<file path="src/rtl/ms_uart_pkg.sv">
// Shared UART definitions: FSM state encoding and line idle level.
// Used by the transmitter now and by the receiver later.
package ms_uart_pkg;

  typedef enum logic [2:0] {
    S_IDLE  = 3'd0,
    S_FETCH = 3'd1,
    S_LOAD  = 3'd2,
    S_START = 3'd3,
    S_DATA  = 3'd4,
    S_PAR   = 3'd5,
    S_STOP  = 3'd6
  } uart_state_t;

  localparam logic UART_IDLE_LEVEL = 1'b1;

endpackage

</file>
<file path="src/rtl/ms_uart_baud_gen.sv">
// Bit-period counter: counts 0..DIV-1 and pulses o_bit_end on the last count.
// Synchronous clear holds it at zero; i_div must be >= 1 whenever i_clr is low.
module ms_uart_baud_gen #(
  parameter int DIVW = 16
) (
  input  logic            i_clk,
  input  logic            i_rst_n,
  input  logic            i_clr,
  input  logic [DIVW-1:0] i_div,
  output logic            o_bit_end
);

  logic [DIVW-1:0] r_cnt;
  logic [DIVW-1:0] w_last;

  assign w_last    = i_div - {{(DIVW-1){1'b0}}, 1'b1};
  assign o_bit_end = !i_clr && (r_cnt == w_last);

  always_ff @(posedge i_clk or negedge i_rst_n) begin
    if (!i_rst_n) begin
      r_cnt <= '0;
    end else if (i_clr || o_bit_end) begin
      r_cnt <= '0;
    end else begin
      r_cnt <= r_cnt + {{(DIVW-1){1'b0}}, 1'b1};
    end
  end

endmodule

</file>
<file path="src/rtl/ms_uart_tx.sv">
// UART transmit serializer: pops one byte per frame from the TX FIFO, sends it LSB-first.
// TX and FIFO_RD are registered; frame settings are frozen in LOAD for the whole frame.
module ms_uart_tx
  import ms_uart_pkg::*;
#(
  parameter int DWIDTH = 8,
  parameter int DIVW   = 16
) (
  input  logic              CLK,
  input  logic              RESETN,
  input  logic [DIVW-1:0]   DIVISOR,
  input  logic              PAR_EN,
  input  logic              PAR_ODD,
  input  logic              STOP2,
  input  logic              FIFO_EMPTY,
  input  logic [DWIDTH-1:0] FIFO_DOUT,
  output logic              FIFO_RD,
  output logic              TX,
  output logic              BUSY
);

  localparam int BCW = $clog2(DWIDTH) + 1;

  uart_state_t       r_state;
  uart_state_t       w_state_nxt;
  logic [DWIDTH-1:0] r_shift;
  logic [BCW-1:0]    r_bitcnt;
  logic [DIVW-1:0]   r_div;
  logic              r_par;
  logic              r_par_en;
  logic              r_stop2;
  logic              r_tx;
  logic              r_fifo_rd;
  logic              w_tx_lvl;
  logic              w_bit_end;
  logic              w_baud_clr;

  assign w_baud_clr = (r_state == S_IDLE) || (r_state == S_FETCH) || (r_state == S_LOAD);

  ms_uart_baud_gen #(
    .DIVW (DIVW)
  ) u_baud (
    .i_clk     (CLK),
    .i_rst_n   (RESETN),
    .i_clr     (w_baud_clr),
    .i_div     (r_div),
    .o_bit_end (w_bit_end)
  );

  always_ff @(posedge CLK or negedge RESETN) begin
    if (!RESETN) begin
      r_state <= S_IDLE;
    end else begin
      r_state <= w_state_nxt;
    end
  end

  always_comb begin
    w_state_nxt = r_state;
    w_tx_lvl    = UART_IDLE_LEVEL;
    case (r_state)
      S_IDLE:  if (!FIFO_EMPTY) w_state_nxt = S_FETCH;
      S_FETCH: w_state_nxt = S_LOAD;
      S_LOAD:  w_state_nxt = S_START;
      S_START: begin
        w_tx_lvl = 1'b0;
        if (w_bit_end) w_state_nxt = S_DATA;
      end
      S_DATA: begin
        w_tx_lvl = r_shift[0];
        if (w_bit_end && (r_bitcnt == BCW'(DWIDTH - 1)))
          w_state_nxt = r_par_en ? S_PAR : S_STOP;
      end
      S_PAR: begin
        w_tx_lvl = r_par;
        if (w_bit_end) w_state_nxt = S_STOP;
      end
      S_STOP: begin
        w_tx_lvl = UART_IDLE_LEVEL;
        if (w_bit_end && (!r_stop2 || (r_bitcnt == BCW'(1))))
          w_state_nxt = S_IDLE;
      end
      default: w_state_nxt = S_IDLE;
    endcase
  end

  // Outputs lag the state by one clock so TX never sees decode glitches.
  always_ff @(posedge CLK or negedge RESETN) begin
    if (!RESETN) begin
      r_tx      <= UART_IDLE_LEVEL;
      r_fifo_rd <= 1'b0;
      r_shift   <= '0;
      r_bitcnt  <= '0;
      r_div     <= '0;
      r_par     <= 1'b0;
      r_par_en  <= 1'b0;
      r_stop2   <= 1'b0;
    end else begin
      r_tx      <= w_tx_lvl;
      r_fifo_rd <= (w_state_nxt == S_FETCH);
      case (r_state)
        S_LOAD: begin
          r_shift  <= FIFO_DOUT;
          r_par    <= (^FIFO_DOUT) ^ PAR_ODD;
          r_par_en <= PAR_EN;
          r_stop2  <= STOP2;
          r_div    <= (DIVISOR == '0) ? DIVW'(1) : DIVISOR;
          r_bitcnt <= '0;
        end
        S_DATA: begin
          if (w_bit_end) begin
            r_shift  <= r_shift >> 1;
            r_bitcnt <= (r_bitcnt == BCW'(DWIDTH - 1)) ? '0 : r_bitcnt + BCW'(1);
          end
        end
        // Bit counter is reused to count the second stop bit.
        S_STOP: begin
          if (w_bit_end) r_bitcnt <= r_bitcnt + BCW'(1);
        end
        default: ;
      endcase
    end
  end

  assign FIFO_RD = r_fifo_rd;
  assign TX      = r_tx;
  assign BUSY    = (r_state != S_IDLE);

endmodule
</file>
<file path="config.mk">
export PLATFORM = sky130hd
export DESIGN_NAME = ms_uart_tx
export DESIGN_NICKNAME = d
export VERILOG_FILES = /design/src/rtl/ms_uart_pkg.sv /design/src/rtl/ms_uart_baud_gen.sv /design/src/rtl/ms_uart_tx.sv
export SDC_FILE = /design/constraint.sdc
export NUM_CORES = 1
export LEC_CHECK = 0
export BUFFER_PORTS_ARGS = -buffer_cell sky130_fd_sc_hd__buf_2
export CORE_AREA = 4 4 106 128
export CTS_CLUSTER_DIAMETER = 150
export DETAILED_ROUTE_END_ITERATION = 6
export DIE_AREA = 0 0 110 132
export MAX_ROUTING_LAYER = met4
export PLACE_DENSITY = 0.44
export SETUP_SLACK_MARGIN = 0.4
export SLEW_MARGIN = 10
export SYNTH_ARGS = -nofsm -noshare
export SYNTH_HDL_FRONTEND = slang
export SYNTH_SLANG_ARGS = --single-unit
</file>
<file path="constraint.sdc">
create_clock -name CLK -period 2.9 [get_ports CLK]
set_input_delay 0.145 -clock CLK [delete_from_list [all_inputs] [get_ports CLK]]
set_output_delay 0.145 -clock CLK [all_outputs]
set_load 0.01 [all_outputs]
</file>
==> results of run 1 <==
## worst max-delay path, delay by kind of cell (launching register included)
family	cells	cell delay [ns]
AOI/OAI and AO/OA	3	0.77
adders and majority gates	1	0.13
buffers and inverters	1	0.08
DFF	1	0.39
and+or+nand+nor	4	1.56
## worst min path at each step
stage | endpoint
after detailed placement | u_baud.r_cnt[14]
after CTS | r_stop2
after global placement | u_baud.r_cnt[14]
after global routing | FIFO_RD
after floorplan | FIFO_RD
final | r_stop2
## area by class of cell
cell class	instances	area, um^2
multi-input combinational	258	1700
tap	164	205
inverter	10	37.5
fill	1310	8610
timing repair buffer	64	437
sequential	52	1300
clock buffer	5	125
clock inverter	3	25.0
## stage by stage
step | hold WS, ns | total power, mW | std cells
finish | 0.0346 | 1.74 | 556
global route | 0.0472 | 1.83 | 556
CTS | 0.0343 | 1.76 | 554
detailed placement | 0.173 | 1.12 | 543
global placement | 0.178 | 1.12 | 543
floorplan | -0.151 | 1.00 | 333
## cells by family after synthesis
kind of cell / count (synthesis) / share of synthesized area
compound gates: 47 / 0.123
xor+xnor: 39 / 0.113
fa+ha+maj: 4 / 0.0165
buf+inv: 23 / 0.0326
flops: 52 / 0.429
mux: 4 / 0.0136
simple gates: 164 / 0.273
## layer usage
layer	vias up	wire length [um]	track usage
li1	1280	-	-
met2	38	4130	0.199
met1	1275	3640	0.146
met5	-	0	-
met4	0	204	0.0513
met3	16	195	0.0196
## what timing repair did
action | CTS | global route
setup buffers | 2 | 1
gates cloned | 0 | 1
pin swaps | 6 | 1
hold buffers | 1 | 0
gates resized for setup | 9 | 5
endpoints found under the setup margin | 31 | 31
endpoints found under the hold margin | 22 | 0
## flip-flops by register name, summed over array words and instances (netlist names)
name and count:
FIFO_RD 1, TX 1, r_bitcnt 4, r_div 16, r_par 1, r_par_en 1
r_shift 8, r_state 3, r_stop2 1, u_baud.r_cnt 16
## power by group through the flow
stage               registers [mW]  clock network (mW)  logic (mW)
finish                       0.817               0.633       0.291
global route                 0.824               0.677       0.328
CTS                          0.819               0.651       0.295
detailed placement           0.833                   0       0.289
global placement             0.833                   0       0.284
floorplan                    0.824                   0       0.181
## layout by cell type (no fill, tap or decap), types with 3 or more instances in the layout
| cell type | count |
|---|---|
| nand2_1 | 65 |
| mux2i_1 | 3 |
| buf_2 | 32 |
| or3_1 | 5 |
| ha_1 | 3 |
| o211ai_1 | 7 |
| nand2b_1 | 11 |
| nand4_1 | 5 |
| and3_1 | 6 |
| inv_1 | 8 |
| a21oi_1 | 4 |
| o221a_1 | 7 |
| o21ai_0 | 5 |
| nor2_1 | 31 |
| nand3_1 | 13 |
| clkbuf_16 | 6 |
| nor4_1 | 6 |
| xor2_1 | 18 |
| xnor2_1 | 20 |
| or4_4 | 3 |
| dfrtp_1 | 51 |
| buf_4 | 28 |
==> impl_metrics.toml, run 1 <==
[timing]
drv_slew = 0
finalClockSkew_ns = 0.00521
fin_crit_sh = 1.04
tightest_slew_ns = 0.576
setup_violations = 31
tns_ns = -1.70
slew_headroom = 0.616
finalHoldViolCount = 0
min_period_ns = 3.03
layout_setup_ws_ns = -0.127
rsz0062_at_grt = "true"
fmax_ghz = 0.330

[yosys]
syn-num-nets = 367
ys_seq_elements = 52
avgSynthCellArea_um2 = 9.11
ys_top_cells_by_area = "dfrtp_1 (42%), nand2_1 (8.0%), xnor2_1 (6.1%), xor2_1 (5.2%), nor2_1 (3.8%)"
yosys_warnings = 0
synth_top_flop_cell = "dfrtp_1"
synth_commonest_cells = "nand2_1 (65), dfrtp_1 (51), nor2_1 (31)"
syn-instance-count = 333
yosys.area.top_type = "dfrtp_1"
syn-cell-area_um2 = 3030
synth_top_area_share = 0.421
synth_edf_count = 0
ys_seq_area_frac = 0.429
synthArstFlopShare = 1.00
synth.distinct_cells = 54
post-synth-top-count-cell = "nand2_1"

[layout]
finalNetCount = 425
antenna_cells = 0
fin_area_um2 = 3830
layout-drive-gt1-share = 0.232
final_util = 0.308
area_delta_synth_final_pct = 26.2

[routing]
vias = 2609
dr.pass1.iters = 4
drc = 0
routed_via_density = 4.69
routed_wirelength_um = 8170
antenna_left = 0
drtIter0Drc = 92
routedWlPerCell_um = 14.7

[power_and_ir_drop]
power_leakage_nw = 1.66
comb_power_share = 0.167
powerDensity_nw_per_um2 = 455
p_seq_frac = 0.469
pwr-share-clk = 0.363
p_switching_mw = 0.497
swShare = 0.286
p_int_mw = 1.24
ir_worst_vdd_mv = 0.210

[clock_tree]
numCtsBuffers = 5
clk_pin_slew_ns = 0.07
clock_path_buffers = 2
clk_latency_ns = 0.30
cts.sinks = 52
cts_tree = "done"
clockRootBuffer = "clkbuf_16"
cts_max_level = 2

[run_status]
status = "finished with violations"
violations = "setup timing"

[hold_path]
hp-class = "in -> reg"
min_from = "STOP2"
holdPathStages = 3

[critical_path]
slowest_stage = "or4_4"
crit_start = "r_div[1]"
worstSetupEndpointType = "register"
regToRegEndpoint = "r_state[1]"
reg2reg_depth = 9
critical_path_class = "reg -> reg"
cp-start-kind = "register"
crit_end = "r_state[1]"
rrSetupSlack_ns = -0.13
crit_chain = "inv_2, ha_4, or4b_4, or3_1, a32oi_1, nand4b_1, or4_4, o41a_1, a311oi_2"
crit_fanout = 7
crit_path_max_incr_delay_ns = 0.59
crit_required_ns = 3.11
crit_arrival_ns = 3.24
r2r-start = "r_div[1]"

[global_route]
grt_pass1_vias = 2733
grt.total_usage = 0.121
grt_overflow = 0
grt_max_degree = 31
grt_pass1_wl_um = 13400
antenna_found_initial = 0

[placed_design]
port_buffers = 32
placedInstanceArea_um2 = 3560
hpwl_um = 6160
finalWeightedCongestion = 0.833
dp_slack_ns = -0.342

[floorplanning]
fp.coreArea_um2 = 12400
rows = 45
die_height_um = 132
die_area_um2 = 14500
die_w_um = 110
ios = 33
initial_core_util = 0.244

[run]
max_cap_violations = 0
(Power assumes the default switching activity.)
==> run 2: changes to the inputs <==
CORE_AREA = 4 4 80 96   (was 4 4 106 128)
CTS_CLUSTER_DIAMETER = unset   (was 150)
DIE_AREA = 0 0 84 100   (was 0 0 110 132)
PLACE_DENSITY = 0.69   (was 0.44)
==> run 2 against run 1 <==
  * The flow still finishes with violations (setup timing)
  * Cell area fell by 3.7%
  * Non-clock buffer count shrank 4
  * Critical path depth unchanged
  * Clock-buffer cell count stayed put
  * Sequential share of layout area increased by 1.3 points
  * Core utilization increased by 24 points
  * Worst hold slack got worse by 0.013 ns
  * Highest routed layer unchanged
  * First-iteration DRC count up 37%
  * Sequential cell count did not move
  * Die area decreased by 42%
  * Critical endpoint unchanged
  * Largest power group unchanged
  * Clock power is 6.5% higher
  * Sequential power is 0.5% higher
==> impl_metrics.toml, run 2 (synthesized netlist as in run 1, its figures left out) <==
[placed_design]
hpwl_um = 5240
dp_slack_ns = -0.299
port_buffers = 32
placed_cells = 462
finalWeightedCongestion = 0.869

[timing]
finalClockSkew_ns = 0.00691
fin_crit_sh = 1.06
fmax_ghz = 0.324
timing.hold.ws_ns = 0.0216
drv_slew = 0
tightest_slew_ns = 0.864
setup_violations = 14
layout_setup_ws_ns = -0.185
finalHoldViolCount = 0
rsz0062_at_grt = "true"
min_period_ns = 3.08
slew_headroom = 0.424

[layout]
layout-drive-gt1-share = 0.222
mostFrequentLayoutCell = "nand2_1"
finalNetCount = 421
antenna_cells = 0
area_delta_synth_final_pct = 21.6
reg.largest.list = "r_div (16), u_baud.r_cnt (16), r_shift (8)"
final_cell_mix = "nand2_1 (65), dfrtp_1 (51), buf_2 (32)"
final_util = 0.545
layout.cells.non_filler = 475

[routing]
vias = 2570
antenna_left = 0
routed_wirelength_um = 6960
routedWlPerCell_um = 14.7
routed_via_density = 5.41
drtIter0Drc = 126
drc = 0
dr.pass1.iters = 4

[global_route]
grt_overflow = 0
grt_max_degree = 40
grt.total_usage = 0.174
antenna_found_initial = 0
grt_pass1_vias = 2645
grt_pass1_wl_um = 11700

[critical_path]
cpLargestDelayFamily = "simple AND/OR/NAND/NOR gates"
critical_path_class = "reg -> reg"
worstSetupEndpointType = "register"
crit_fanout = 7
crit_chain = "inv_2, ha_4, or4b_4, or3_1, a32oi_1, nand4b_1, or4_4, o41a_1, a311oi_1"
regToRegEndpoint = "r_state[1]"
slowest_stage = "or4_4"
critPathBufInv = 1
crit_path_max_incr_delay_ns = 0.59
crit_arrival_ns = 3.28
crit_required_ns = 3.10
r2r-start = "r_div[1]"
reg2reg_depth = 9
rrSetupSlack_ns = -0.18
cp-start-kind = "register"

[run]
max_cap_violations = 0

[floorplanning]
die_w_um = 84
die_area_um2 = 8400
initial_core_util = 0.448
fp.coreArea_um2 = 6770
die_height_um = 100
rows = 33
ios = 33

[power_and_ir_drop]
power_leakage_nw = 1.64
ir_worst_vdd_mv = 0.309
powerDensity_nw_per_um2 = 479

[clock_tree]
clk_pin_slew_ns = 0.09
numCtsBuffers = 5
cts.sinks = 52
clock_path_buffers = 2
cts_tree = "done"
clk_latency_ns = 0.30
clockRootBuffer = "clkbuf_8"
cts_max_level = 2

[hold_path]
hold_path_end = "r_stop2"
hp-class = "in -> reg"
min_from = "STOP2"
holdPathStages = 3

[run_status]
violations = "setup timing"
status = "finished with violations"
==> run 2: cell count changes in the layout (fill, tap and decap cells not counted), sizes merged <==
cell / change
bufinv: +3
clkinvlp: -1
inv: -2
dlygate4sd3: +1
clkbuf: -1
buf: -4
==> run 2: where the power goes <==
group	internal (mW)	leakage, nW	total [mW]	switching [mW]
Sequential	0.770	0.627	0.821	0.0510
Combinational	0.138	0.934	0.272	0.134
Clock	0.431	0.0784	0.674	0.243
Total	1.34	1.64	1.77	0.428
==> run 2: cell type report <==
class                      count  area, um^2
tap                           87         109
timing repair buffer          60         392
fill                         635        3080
clock buffer                   5        68.8
inverter                      10        37.5
multi-input combinational    258        1690
sequential                    52        1300
clock inverter                 3        90.1
==> run 2: timing repair <==
| action | in CTS | in global routing |
|---|---|---|
| pin swaps | 6 | 9 |
| gates cloned | 0 | 0 |
| setup buffers | 2 | 1 |
| gates resized for setup | 6 | 5 |
| endpoints found under the setup margin | 31 | 31 |
| endpoints found under the hold margin | 39 | 0 |
| hold buffers | 2 | 0 |
==> run 2: worst min-delay path: cells and delay by family <==
family / cells / cell delay [ns]
and+or+nand+nor: 2 / 0.08
buffers and inverters: 1 / 0.07
==> run 2: metal layers <==
layer | wire length [um] | GRT usage | vias up
met5 | 0 | - | -
met4 | 147 | 0.0606 | 0
met3 | 269 | 0.0296 | 15
met2 | 3490 | 0.301 | 66
met1 | 3050 | 0.207 | 1224
li1 | - | - | 1265
==> run 2: stage by stage <==
| step | TNS (ns) | total power, mW | cell area, um^2 |
|---|---|---|---|
| detailed placement | -5.43 | 1.10 | 3440 |
| CTS | -1.15 | 1.79 | 3650 |
| global route | -3.13 | 1.86 | 3690 |
| global placement | -3.35 | 1.09 | 3440 |
| finish | -1.09 | 1.77 | 3690 |
| floorplan | -2.17 | 1.00 | 3050 |
==> run 2: how the worst max path moves through the flow <==
stage	from	endpoint	slack [ns]	cells past startpoint
finish	r_div[1]	r_state[1]	-0.18	9
global route	r_div[1]	r_state[1]	-0.24	9
CTS	r_div[1]	r_state[1]	-0.12	9
detailed placement	r_div[1]	r_shift[5]	-0.30	9
global placement	r_div[1]	r_shift[2]	-0.22	9
floorplan	r_div[0]	r_shift[1]	-0.15	11
==> run 3: changes to the inputs <==
ABC_AREA = 1   (was unset)
CORE_AREA = 4 4 76 113   (was 4 4 80 96)
DIE_AREA = 0 0 80 117   (was 0 0 84 100)
PLACE_DENSITY = 0.68   (was 0.69)
==> run 3 against run 2 <==
  * Cell count is 31% higher
  * Highest routed layer unchanged
  * Via count up 20%
  * The flow now finishes without violations
  * Sequential cell count is the same
  * Clock skew is 0.00083 ns lower
  * Critical path type unchanged
  * Sequential share of layout area fell by 1.5 points
  * Maximum frequency rose by 39%
  * Critical endpoint is now r_shift[1]
  * Non-clock buffer count is 25 lower
  * Sequential power up 43%
==> impl_metrics.toml, run 3 <==
[layout]
multiInputGateArea_um2 = 1860
final_cell_mix = "nand2_1 (156), nor2_1 (56), inv_1 (54)"
layout-drive-gt1-share = 0.133
fin_area_um2 = 3850
seqCellArea_um2 = 1300
finalNetCount = 551
fill_cells = 754
antenna_cells = 0
area_delta_synth_final_pct = 13.6
mostFrequentLayoutCell = "nand2_1"
reg.largest.list = "r_div (16), u_baud.r_cnt (16), r_shift (8)"

[routing]
vias = 3079
routed_via_density = 4.97
routed_wirelength_um = 8110
drtIter0Drc = 164
drc = 0
dr.pass1.iters = 4
antenna_left = 0
routedWlPerCell_um = 13.1

[hold_path]
min_from = "FIFO_EMPTY"
holdPathStages = 2
hold_path_end = "FIFO_RD"
hp-class = "in -> reg"

[global_route]
grt_pass1_vias = 3022
antenna_found_initial = 0
grt_max_degree = 40
grt_pass1_wl_um = 13600
grt.total_usage = 0.194
grt_overflow = 0

[critical_path]
cp-start-kind = "register"
crit_required_ns = 3.12
regToRegEndpoint = "r_shift[1]"
r2r-start = "r_div[0]"
crit_fanout = 15
crit_path_max_incr_delay_ns = 0.41
crit_chain = "inv_1, ha_4, nand2_4, nor2_8, nand2_1, nand3_1, o21ai_0, nor2_1, nand3_1, nor2_4, nand2_2, nand2_8, nand2_1, o21ai_1"
slowest_stage = "dfrtp_1"
cp.depth = 14
critical_path_class = "reg -> reg"
critPathBufInv = 1
crit_start = "r_div[0]"
worstSetupEndpointType = "register"
crit_arrival_ns = 2.44
rrSetupSlack_ns = 0.68
cpLargestDelayFamily = "simple AND/OR/NAND/NOR gates"
reg2reg_depth = 14

[timing]
timing.hold.ws_ns = 0.0129
slew_headroom = 0.417
drv_slew = 0
tns_ns = 0
min_period_ns = 2.22
fmax_ghz = 0.451
setup_violations = 0
finalClockSkew_ns = 0.00608
fin_crit_sh = 0.764
layout_setup_ws_ns = 0.683
tightest_slew_ns = 0.874
finalHoldViolCount = 0
rsz0062_at_grt = "false"

[yosys]
synthArstFlopShare = 1.00
yosys_warnings = 0
ys_seq_area_frac = 0.385
synth_top_flop_cell = "dfrtp_1"
syn-num-nets = 516
synth_edf_count = 0
synth.distinct_cells = 37
syn-instance-count = 482
synth_commonest_cells = "nand2_1 (157), nor2_1 (56), inv_1 (54)"
yosys.area.top_type = "dfrtp_1"
syn-cell-area_um2 = 3390
post-synth-top-count-cell = "nand2_1"
avgSynthCellArea_um2 = 7.03
synth_top_area_share = 0.377
ys_top_cells_by_area = "dfrtp_1 (38%), nand2_1 (17%), nor2_1 (6.2%), inv_1 (6.0%), nand3_1 (5.0%)"
ys_seq_elements = 52

[clock_tree]
clk_latency_ns = 0.30
cts_max_level = 2
clock_path_buffers = 2
postCtsSetupBuffers = 0
clockRootBuffer = "clkbuf_16"
cts.sinks = 52
clk_pin_slew_ns = 0.06
cts_tree = "done"
numCtsBuffers = 5

[placed_design]
placedInstanceArea_um2 = 3650
port_buffers = 32
hpwl_um = 6450
finalWeightedCongestion = 0.944
dp_slack_ns = 0.549

[power_and_ir_drop]
powerDensity_nw_per_um2 = 878
power_mw = 3.38
power_leakage_nw = 1.94
ir_worst_vdd_mv = 0.552

[floorplanning]
die_w_um = 80
rows = 39
die_area_um2 = 9360
die_height_um = 117
initial_core_util = 0.445
fp.coreArea_um2 = 7610
ios = 33

[run]
max_cap_violations = 0

[run_status]
status = "completed"
-- run 3: cell count changes after synthesis, sizes merged, moves of 5 or more --
cell / before / now
nand2b: 12 / 0
nand3: 13 / 35
nand2: 65 / 166
o211ai: 7 / 1
inv: 10 / 57
nor2: 31 / 64
o221a: 7 / 0
and3: 6 / 1
xnor2: 21 / 9
or3: 5 / 0
nor3: 3 / 9
o21ai: 9 / 33
-- run 3: layout make-up --
type                       instances  share of cell area
clock buffer                       8              0.0407
inverter                          57              0.0556
sequential                        52               0.339
timing repair buffer              35              0.0481
tap                              102              0.0332
multi-input combinational        366               0.484
-- run 3: worst max-delay path by stage --
| stage | to | slack, ns |
|---|---|---|
| floorplan | r_shift[7] | 0.90 |
| global placement | u_baud.r_cnt[9] | 0.61 |
| detailed placement | r_bitcnt[3] | 0.55 |
| CTS | r_shift[4] | 0.56 |
| global route | r_state[1] | 0.45 |
| finish | r_shift[1] | 0.68 |
-- run 3: timing repair --
action	in CTS	in global routing
resized for setup	0	6
hold buffers	1	0
endpoints found under the setup margin	0	30
endpoints found under the hold margin	12	0
-- run 3: power by group --
group	switching (mW)	total, mW	internal [mW]
combinational	1.05	1.58	0.534
clock	0.256	0.624	0.368
sequential	0.214	1.17	0.961
total	1.52	3.38	1.86
-- run 3: stage by stage --
stage          cells  utilization
2_1_floorplan    482            -
3_3_place_gp     611        0.479
3_5_place_dp     611        0.479
4_1_cts          620        0.501
5_1_grt          620        0.505
6_report         620        0.505
-- run 3: per-layer routing --
metal | global-route usage | share of wire | up-vias | wire length [um]
met2 | 0.331 | 0.53 | 55 | 4310
met4 | 0.100 | 0.031 | 0 | 249
met5 | - | 0 | - | 0
li1 | - | - | 1582 | -
met3 | 0.0245 | 0.025 | 17 | 205
met1 | 0.223 | 0.41 | 1425 | 3340
-- run 3: cells by family after synthesis --
logic type               synth area share
adder cells (fa/ha/maj)            0.0148
buffers and inverters              0.0757
AO/OA/AOI/OAI                      0.0658
flip-flops                          0.385
AND/OR/NAND/NOR                     0.387
XOR/XNOR                           0.0724
